===== src/rtl/mem_bus_arbiter.sv =====
// mem_bus_arbiter: two-master (CPU/IOP) arbiter for the single synchronous word memory.
// Ports:
//   i_clock, i_reset              clock (rising edge), asynchronous active-low reset
//   i_cpu_* / i_iop_*             per-master request, word address, byte write enables, write data
//   o_cpu_grant, o_iop_grant      registered one-hot bus ownership
//   o_cpu_rvalid, o_iop_rvalid    memory read data belongs to that master this cycle
//   o_memory_*                    address, byte write enables and write data to the Memory block
module mem_bus_arbiter #(
    parameter int unsigned MAX_HOLD    = 8,
    parameter bit          RESET_OWNER = 1'b1
) (
    input  logic         i_clock,
    input  logic         i_reset,
    input  logic         i_cpu_req,
    input  logic [15:31] i_cpu_address,
    input  logic [0:3]   i_cpu_write_en,
    input  logic [0:31]  i_cpu_data,
    input  logic         i_iop_req,
    input  logic [15:31] i_iop_address,
    input  logic [0:3]   i_iop_write_en,
    input  logic [0:31]  i_iop_data,
    output logic         o_cpu_grant,
    output logic         o_iop_grant,
    output logic         o_cpu_rvalid,
    output logic         o_iop_rvalid,
    output logic [15:31] o_memory_address,
    output logic [0:3]   o_memory_write_en,
    output logic [0:31]  o_memory_data_in
);
    typedef enum logic {OWN_CPU = 1'b0, OWN_IOP = 1'b1} state_t;
    localparam state_t     RESET_STATE = RESET_OWNER ? OWN_IOP : OWN_CPU;
    localparam logic [7:0] HOLD_LAST   = 8'(MAX_HOLD - 1);
    state_t     r_state, w_next;
    logic [7:0] r_hold, w_hold;
    logic       r_cpu_rvalid, r_iop_rvalid;
    logic       w_cpu_own, w_own_req, w_oth_req;
    assign w_cpu_own = (r_state == OWN_CPU);
    assign w_own_req = w_cpu_own ? i_cpu_req : i_iop_req;
    assign w_oth_req = w_cpu_own ? i_iop_req : i_cpu_req;
    // Owner keeps the bus while it still requests and has not used up its hold
    // budget; otherwise a waiting master takes over. The bus parks on the last owner.
    always_comb begin
        w_next = r_state;
        w_hold = 8'd0;
        if (w_oth_req && w_own_req && r_hold != HOLD_LAST)
            w_hold = r_hold + 8'd1;
        else if (w_oth_req)
            w_next = w_cpu_own ? OWN_IOP : OWN_CPU;
    end
    always_ff @(posedge i_clock or negedge i_reset) begin
        if (!i_reset) begin
            r_state      <= RESET_STATE;
            r_hold       <= 8'd0;
            r_cpu_rvalid <= 1'b0;
            r_iop_rvalid <= 1'b0;
        end else begin
            r_state      <= w_next;
            r_hold       <= w_hold;
            // Memory reads are synchronous, so the result appears one cycle after the read edge.
            r_cpu_rvalid <= w_cpu_own & i_cpu_req & ~|i_cpu_write_en;
            r_iop_rvalid <= ~w_cpu_own & i_iop_req & ~|i_iop_write_en;
        end
    end
    assign o_cpu_grant       = w_cpu_own;
    assign o_iop_grant       = ~w_cpu_own;
    assign o_cpu_rvalid      = r_cpu_rvalid;
    assign o_iop_rvalid      = r_iop_rvalid;
    assign o_memory_address  = w_cpu_own ? i_cpu_address : i_iop_address;
    assign o_memory_data_in  = w_cpu_own ? i_cpu_data : i_iop_data;
    // An idle owner must not write, and a non-owner is never routed to memory.
    assign o_memory_write_en = !w_own_req ? 4'b0000 : w_cpu_own ? i_cpu_write_en : i_iop_write_en;
endmodule

===== config.mk =====
export PLATFORM = sky130hd
export DESIGN_NAME = mem_bus_arbiter
export DESIGN_NICKNAME = d
export VERILOG_FILES = /design/src/rtl/mem_bus_arbiter.sv
export SDC_FILE = /design/constraint.sdc
export NUM_CORES = 1
export LEC_CHECK = 0
export CORE_UTILIZATION = 22
export CTS_CLUSTER_DIAMETER = 30
export CTS_CLUSTER_SIZE = 30
export DETAILED_ROUTE_END_ITERATION = 12
export GPL_TIMING_DRIVEN = 1
export PLACE_DENSITY = 0.75
export SYNTH_ARGS = -nofsm -noshare
export SYNTH_HDL_FRONTEND = slang
export SYNTH_SLANG_ARGS = --single-unit

===== constraint.sdc =====
create_clock -name i_clock -period 1.75 [get_ports i_clock]
set_input_delay 0.175 -clock i_clock [delete_from_list [all_inputs] [get_ports i_clock]]
set_output_delay 0.175 -clock i_clock [all_outputs]
set_load 0.005 [all_outputs]

### Word-level counts from Yosys, hierarchy flattened

Index checks and enable logic that the tools add are counted.

| storage, ports and cells | value |
|---|---|
| flip-flop bits (word level) | 11 |
| word-level logic and storage cells | 27 |
| bits of input ports | 110 |
| output and inout port bits | 57 |

| operators by class | value |
|---|---|
| equality and inequality tests | 1 |
| bitwise logic cells | 6 |
| reduce and logical (&&, ||, !) cells | 7 |
| $add $sub $neg | 1 |
| multiplexer cells | 8 |

Operator list:

| cell | count |
|---|---|
| $mux W32 | 1 |
| $mux W17 | 1 |
| $add A8 B1 Y8 const B | 1 |
| $mux W4 | 2 |
| $mux W8 | 1 |
| $ne A8 B3 Y1 const B | 1 |
| $reduce_or A4 Y1 | 2 |
| $and A1 B1 Y1 | 4 |
| $mux W1 | 3 |
| $logic_and A1 B1 Y1 | 2 |
| $logic_not A1 Y1 | 2 |
| $not A1 Y1 | 2 |
| $reduce_and A2 Y1 | 1 |

### Logic depth before layout (Yosys ltp)

Gate-level depths: netlist (run 1).

| depth | value |
|---|---|
| word-level depth | 5 |
| depth in mapped cells | 4 |
| gate-level depth less buffers | 4 |

### Least setup slack after synthesis (run 1)

OpenSTA, ideal clock, no wires.

| timing | value |
|---|---|
| path type | register to register |
| from | reg r_hold[0] |
| to | reg r_state (netlist: o_iop_grant) |
| setup time | 81 ps |
| cell stages (with the launch flop) | 5 |
| data arrival time | 1639 ps |
| path slack | 29 ps |
| period minus slack after synthesis | 1721 ps |
| cell sequence | dfrtp_1 ha_1 or4b_4 or4_1 o211ai_1 |

| on the way | value |
|---|---|
| longest elaborated chain between the ends | 4 |

Ends and longest elaborated chain:

| what | RTL line | text |
|---|---|---|
| start, declared | 34 | `logic [7:0] r_hold, w_hold;` |
| start signal, assigned | 58 | `r_hold <= w_hold;` |
| $ne A8 B3 Y1 | 45 | `if (w_oth_req && w_own_req && r_hold != HOLD_LAST)` |
| $logic_and A1 B1 Y1 | 45 |  |
| $not A1 Y1 (no line) | -- |  |
| $reduce_and A2 Y1 (no line) | -- |  |
| end signal, assigned | 57 | `r_state <= w_next;` |
| end, declared | 33 | `state_t r_state, w_next;` |

Every way passes these cells.
A chain may end at the register's enable or synchronous reset.

### Worst setup path after layout (run 1)

| timing | value |
|---|---|
| from | reg r_state (netlist: o_iop_grant) |
| to | out o_memory_data_in[18] in the netlist's numbering |

| on the way | value |
|---|---|
| longest elaborated chain between the ends | 1 |

Ends and longest elaborated chain:

| what | RTL line | text |
|---|---|---|
| $mux W32 | 69 | `assign o_memory_data_in = w_cpu_own ? i_cpu_data : i_iop_data;` |
| end, declared | 28 | `output logic [0:31] o_memory_data_in` |

Every way passes these cells.

==> results.py, run 1 <==
metrics = {
    "outcome": {
        "status": "finished with violations",
        "violations": "setup timing",
    },
    "finish": {
        "final_layout_size_suffix_gt1_frac": 0.466,
        "nets": 437,
        "area_delta_synth_final_pct": 189,
        "final_cells": 394,
        "antenna_cells_inserted": 0,
        "nFillCells": 433,
        "fin_util": 0.668,
    },
    "global_routing": {
        "first_global_vias": 1748,
        "grt_pass1_wl_um": 8300,
        "grt.overflow.total": 0,
        "grt_antenna_before_repair": 0,
        "track_usage": 0.194,
        "grt_max_degree": 13,
    },
    "detailed_routing": {
        "first_pass_iters": 4,
        "vias": 1784,
        "routedWlPerCell_um": 16.1,
        "vias_per_cell": 4.53,
        "dr.first_iter.drc_count": 38,
        "ant_nets": 0,
        "drc": 0,
        "drt-total-wl_um": 6330,
    },
    "clock_network": {
        "numCtsBuffers": 3,
        "clock_path_buffers": 2,
        "htree_num_levels": 1,
        "tritoncts": "built",
        "path_clk_slew_ns": 0.05,
        "root_buffer": "clkbuf_8",
        "clkLatencyLatePin_ns": 0.24,
        "clkSinkCount": 11,
    },
    "worst_setup_path": {
        "ff2ff_setup_slack_ns": 0.09,
        "cp-end-kind": "output port",
        "cp_slowest_stage_delay_ns": 0.56,
        "cp_cell_sequence": "buf_6, buf_16, buf_6, buf_6, mux2_4, buf_6",
        "crit_required_ns": 1.57,
        "path_class": "register to output port",
        "worst-path-buf-inv": 5,
        "critPathMaxFanout": 5,
        "startpoint": "o_iop_grant",
        "crit_path_start_kind": "register",
        "slowest_stage": "dfstp_2",
        "r2r-start": "r_hold[0]",
        "path_common_cell": "buf_6",
        "crit_arrival_ns": 1.66,
        "cp_top_family": "flip-flops",
    },
    "placed_design": {
        "place_hpwl_um": 4540,
        "dpl.cell_count": 359,
        "io_buffer_count": 166,
        "gp_congestion": 0.734,
    },
    "yosys": {
        "synthXorXnorAreaFrac": 0.0221,
        "synth_mux_area_frac": 0.465,
        "yosys_register_bits": 11,
        "seq_area_frac_synth": 0.233,
        "yosys-top-cells-area": "mux2_2 (46%), dfrtp_1 (21%), nand3_1 (3.4%), o21ai_0 (3.0%), clkbuf_1 (2.5%)",
        "synth_top_family_by_area": "multiplexers",
        "synth-compound-area-share": 0.0769,
        "async_flop_share": 1.00,
        "yosysMostFrequentCell": "mux2_2",
        "synth_area_um2": 1190,
        "synth_area_leader_cell": "mux2_2",
        "syn_nets": 233,
        "synth.avg_cell_area_um2": 9.81,
        "synth_edf_count": 0,
        "syn_inst": 121,
        "ys_top_cells_by_count": "mux2_2 (49), dfrtp_1 (10), clkbuf_1 (8), nand3_1 (8), o21ai_0 (7)",
        "synth-simple-area-share": 0.148,
        "synth_fa_ha_area_frac": 0.0211,
        "yosysUniqueCellTypes": 23,
        "synth_top_area_share": 0.465,
        "yosys_warnings": 0,
        "yosys_most_used_dff": "dfrtp_1",
    },
    "die": {
        "row_count": 26,
        "core_um2": 5140,
        "initial_utilization": 0.231,
        "io_pins": 167,
        "die_w_um": 75.5,
        "dieArea_um2": 5690,
        "die_h_um": 75.5,
    },
    "timing": {
        "fin_crit_ns": 1.83,
        "fin_ws_ns": -0.0824,
        "relSlewSlack": 0.661,
        "final-hold-violation-count": 0,
        "finClkSkew_ns": 0.000510,
        "period_share": 1.05,
        "tns_ns": -0.352,
        "setup_viol_count_final": 19,
        "slew_violations": 0,
        "fmax_ghz": 0.546,
        "hold_slack_ns": 0.277,
        "rsz0062_at_grt": "yes",
        "worst_pin_slew_ns": 0.507,
    },
    "power_and_ir_drop": {
        "irDropWorstVdd_uv": 220,
        "cellLeakagePower_uw": 0.00157,
        "total_power_uw": 1530,
        "p_per_area_nw_per_um2": 444,
    },
    "flow_run": {
        "max-cap-violations": 0,
    },
    "min_path": {
        "hold_path_class": "primary input to asynchronous set/reset pin",
    },
}
==> cell usage in the layout (no fill, tap or decap), drive strengths merged <==
cell type      count
buf               68
clkdlybuf4s50    111
mux2              49
ha                 2
or4                1
o311ai             1
nand4              1
nand2              6
xnor2              1
dfrtp             10
or4b               3
nand3              8
o21ai              7
o211ai             1
xor2               2
nand2b             2
or3                3
o21bai             1
nor3               3
inv                3
a21oi              3
dfstp              1
clkbuf            28
dlygate4sd2        4
nor2               5
==> area by class of cell <==
cell class	instances	area, um^2	share of cell area
Clock buffer	4	45.0	0.0131
Inverter	3	11.3	0.00328
Multi-Input combinational cell	99	988	0.288
Sequential cell	11	277	0.0805
Tap cell	70	87.6	0.0255
Timing Repair Buffer	207	2030	0.590
==> layer usage <==
layer | global-route usage | up-vias | routed length [um]
li1 | - | 853 | -
met1 | 0.216 | 817 | 2400
met2 | 0.369 | 98 | 3250
met3 | 0.0370 | 16 | 537
met4 | 0.0617 | 0 | 148
met5 | 0 | - | 0
==> through the flow <==
stage	setup WS (ns)	area (um^2)
2_1_floorplan	0.0293	1190
6_report	-0.0824	3440
3_5_place_dp	-0.0300	2990
4_1_cts	-0.164	3340
5_1_grt	-0.134	3440
3_3_place_gp	-0.0125	2990
==> flip-flops by register name, summed over array words and instances, names as in the netlist <==
register / count
r_hold: 8
o_cpu_rvalid: 1
o_iop_grant: 1
o_iop_rvalid: 1
==> cell families after synthesis <==
kind of cell	after synthesis
buf+inv	11
compound gates	13
fa+ha+maj	2
simple gates	32
mux	49
xor+xnor	3
flops	11
==> power by group <==
group,switching [uW],internal (uW)
Clock,95.3,160
Combinational,293,712
Sequential,4.82,262
==> final timing paths <==
path / endpoint / cells past startpoint
setup / recovery: o_memory_data_in[18] / 6
hold / removal: r_hold[2] / 1
setup reg to reg: r_hold[3] / 5
hold reg to reg: r_hold[7] / 2
max in group asynchronous: o_iop_grant / 1
min in group i_clock: o_iop_rvalid / 2
==> timing repair <==
action,in CTS,in global routing
pin swaps,0,3
endpoints found under the setup margin,53,52
gates cloned,3,1
setup buffers,22,7
hold buffers,0,0
gates resized for setup,175,92
Note: power is estimated with default switching activity, not from simulation.
==> inputs of run 2 (changes only) <==
--- a/config.mk
+++ b/config.mk
@@ -5,6 +5,7 @@
 export SDC_FILE = /design/constraint.sdc
 export NUM_CORES = 1
 export LEC_CHECK = 0
+export CORE_MARGIN = 2
 export CORE_UTILIZATION = 22
 export CTS_CLUSTER_DIAMETER = 30
 export CTS_CLUSTER_SIZE = 30
==> run 2 against run 1 <==
Effect of this change:
- the flow still finishes with violations (setup timing)
- register-to-register slack better by 0.02 ns
- count of clock-buffer cells in the layout unchanged
- setup slack worse by 0.035 ns
- sequential share of layout area up 0.19 points
- core utilization down 1.9 points
==> results.py, run 2 (same netlist as run 1, synthesis figures left out) <==
metrics = {
    "global_routing": {
        "grt_pass1_wl_um": 9670,
        "grt_antenna_before_repair": 0,
        "grt_max_degree": 15,
        "grt.overflow.total": 0,
        "track_usage": 0.206,
        "first_global_vias": 1864,
    },
    "min_path": {
        "hold_path_class": "primary input to asynchronous set/reset pin",
    },
    "timing": {
        "worst_pin_slew_ns": 0.481,
        "fmax_ghz": 0.535,
        "slew_violations": 0,
        "rsz0062_at_grt": "yes",
        "fin_crit_ns": 1.87,
        "finClkSkew_ns": 0.00314,
        "setup_viol_count_final": 26,
        "final-hold-violation-count": 0,
        "period_share": 1.07,
        "relSlewSlack": 0.678,
        "tns_ns": -1.90,
        "fin_ws_ns": -0.118,
    },
    "placed_design": {
        "place_hpwl_um": 4520,
        "dp_worst_setup_slack_ns": -0.0187,
        "io_buffer_count": 166,
        "gp_congestion": 0.774,
    },
    "die": {
        "core_um2": 5170,
        "die_h_um": 77.5,
        "die_w_um": 77.5,
        "dieArea_um2": 6000,
        "io_pins": 167,
        "initial_utilization": 0.230,
        "row_count": 26,
    },
    "outcome": {
        "status": "finished with violations",
        "violations": "setup timing",
    },
    "detailed_routing": {
        "top_layer_used": "met4",
        "routedWlPerCell_um": 16.9,
        "m1WireLength_um": 2370,
        "drc": 0,
        "drt-total-wl_um": 6390,
        "vias": 1745,
        "first_pass_iters": 4,
        "ant_nets": 0,
        "vias_per_cell": 4.63,
        "met3_length_um": 614,
        "wl_met2_um": 3240,
        "dr.first_iter.drc_count": 28,
    },
    "finish": {
        "largest-register": "r_hold",
        "area_delta_synth_final_pct": 183,
        "largest_reg_flops": 8,
        "final_layout_size_suffix_gt1_frac": 0.420,
        "fin_util": 0.649,
        "antenna_cells_inserted": 0,
        "layout_commonest_cell": "clkdlybuf4s50_1",
        "nets": 420,
        "final_cell_mix": "clkdlybuf4s50_1 (111), buf_6 (34), mux2_4 (30)",
    },
    "clock_network": {
        "numCtsBuffers": 3,
        "tritoncts": "built",
        "root_buffer": "clkbuf_8",
        "clock_path_buffers": 2,
        "htree_num_levels": 1,
        "path_clk_slew_ns": 0.05,
        "clkSinkCount": 11,
        "clkLatencyLatePin_ns": 0.24,
    },
    "worst_setup_path": {
        "crit_required_ns": 1.57,
        "worstRegToRegCells": 4,
        "crit_arrival_ns": 1.69,
        "setup.worst_path.end": "o_memory_data_in[15]",
        "cp-end-kind": "output port",
        "crit_path_start_kind": "register",
        "reg2reg_to": "o_iop_grant",
        "critPathMaxFanout": 6,
        "path_class": "register to output port",
        "r2r-start": "r_hold[1]",
        "startpoint": "o_iop_grant",
        "ff2ff_setup_slack_ns": 0.11,
    },
    "power_and_ir_drop": {
        "irDropWorstVdd_uv": 215,
        "cellLeakagePower_uw": 0.00150,
        "p_per_area_nw_per_um2": 445,
    },
    "flow_run": {
        "max-cap-violations": 0,
    },
}
## run 2: what timing repair did
action	CTS	global route
gates cloned	6	0
hold buffers	0	0
pin swaps	1	3
setup endpoints to repair	54	53
buffers inserted	11	2
gates resized for setup	247	21
## run 2: metal layers
metal / vias to the layer above / global-route usage
li1: 820 / -
met3: 13 / 0.0581
met1: 798 / 0.227
met5: - / 0
met4: 0 / 0.0804
met2: 114 / 0.370
## run 2: final cells by class
type                       count  area, um^2
inverter                       3        11.3
sequential                    11         277
clock buffer                   4        45.0
tap                           70        87.6
multi-input combinational     99         988
fill                         408        1820
timing repair buffer         190        1950
## run 2: where the power goes
part           internal [uW]  leakage, uW  switching, uW
logic                    690      0.00132            285
registers                262     0.000149           5.40
clock network            160    0.0000228           91.2
## run 2: how the worst min path moves through the flow
stage,endpoint,slack [ns],cells after the start
after floorplan,o_cpu_rvalid,-0.12,0
after global placement,r_hold[0],0.54,1
after detailed placement,r_hold[0],0.54,1
after CTS,r_hold[0],0.28,1
after global routing,r_hold[0],0.30,1
final,r_hold[0],0.27,1
## run 2: per-stage QoR
step                      instance area [um^2]  std cells  hold WS [ns]  power, uW
after floorplan                           1190        121        -0.121        507
after global placement                    2990        357         0.545       1060
after detailed placement                  2990        357         0.538       1060
after CTS                                 3320        378         0.281       1480
after global routing                      3360        377         0.296       1580
final                                     3360        377         0.265       1490
## run 2: worst max-delay path: stages, from the launching register on
cell and delay [ns]:
dfstp_2 0.58, buf_12 0.12, buf_12 0.10, buf_8 0.11, buf_16 0.13, mux2_4 0.31, buf_6 0.12
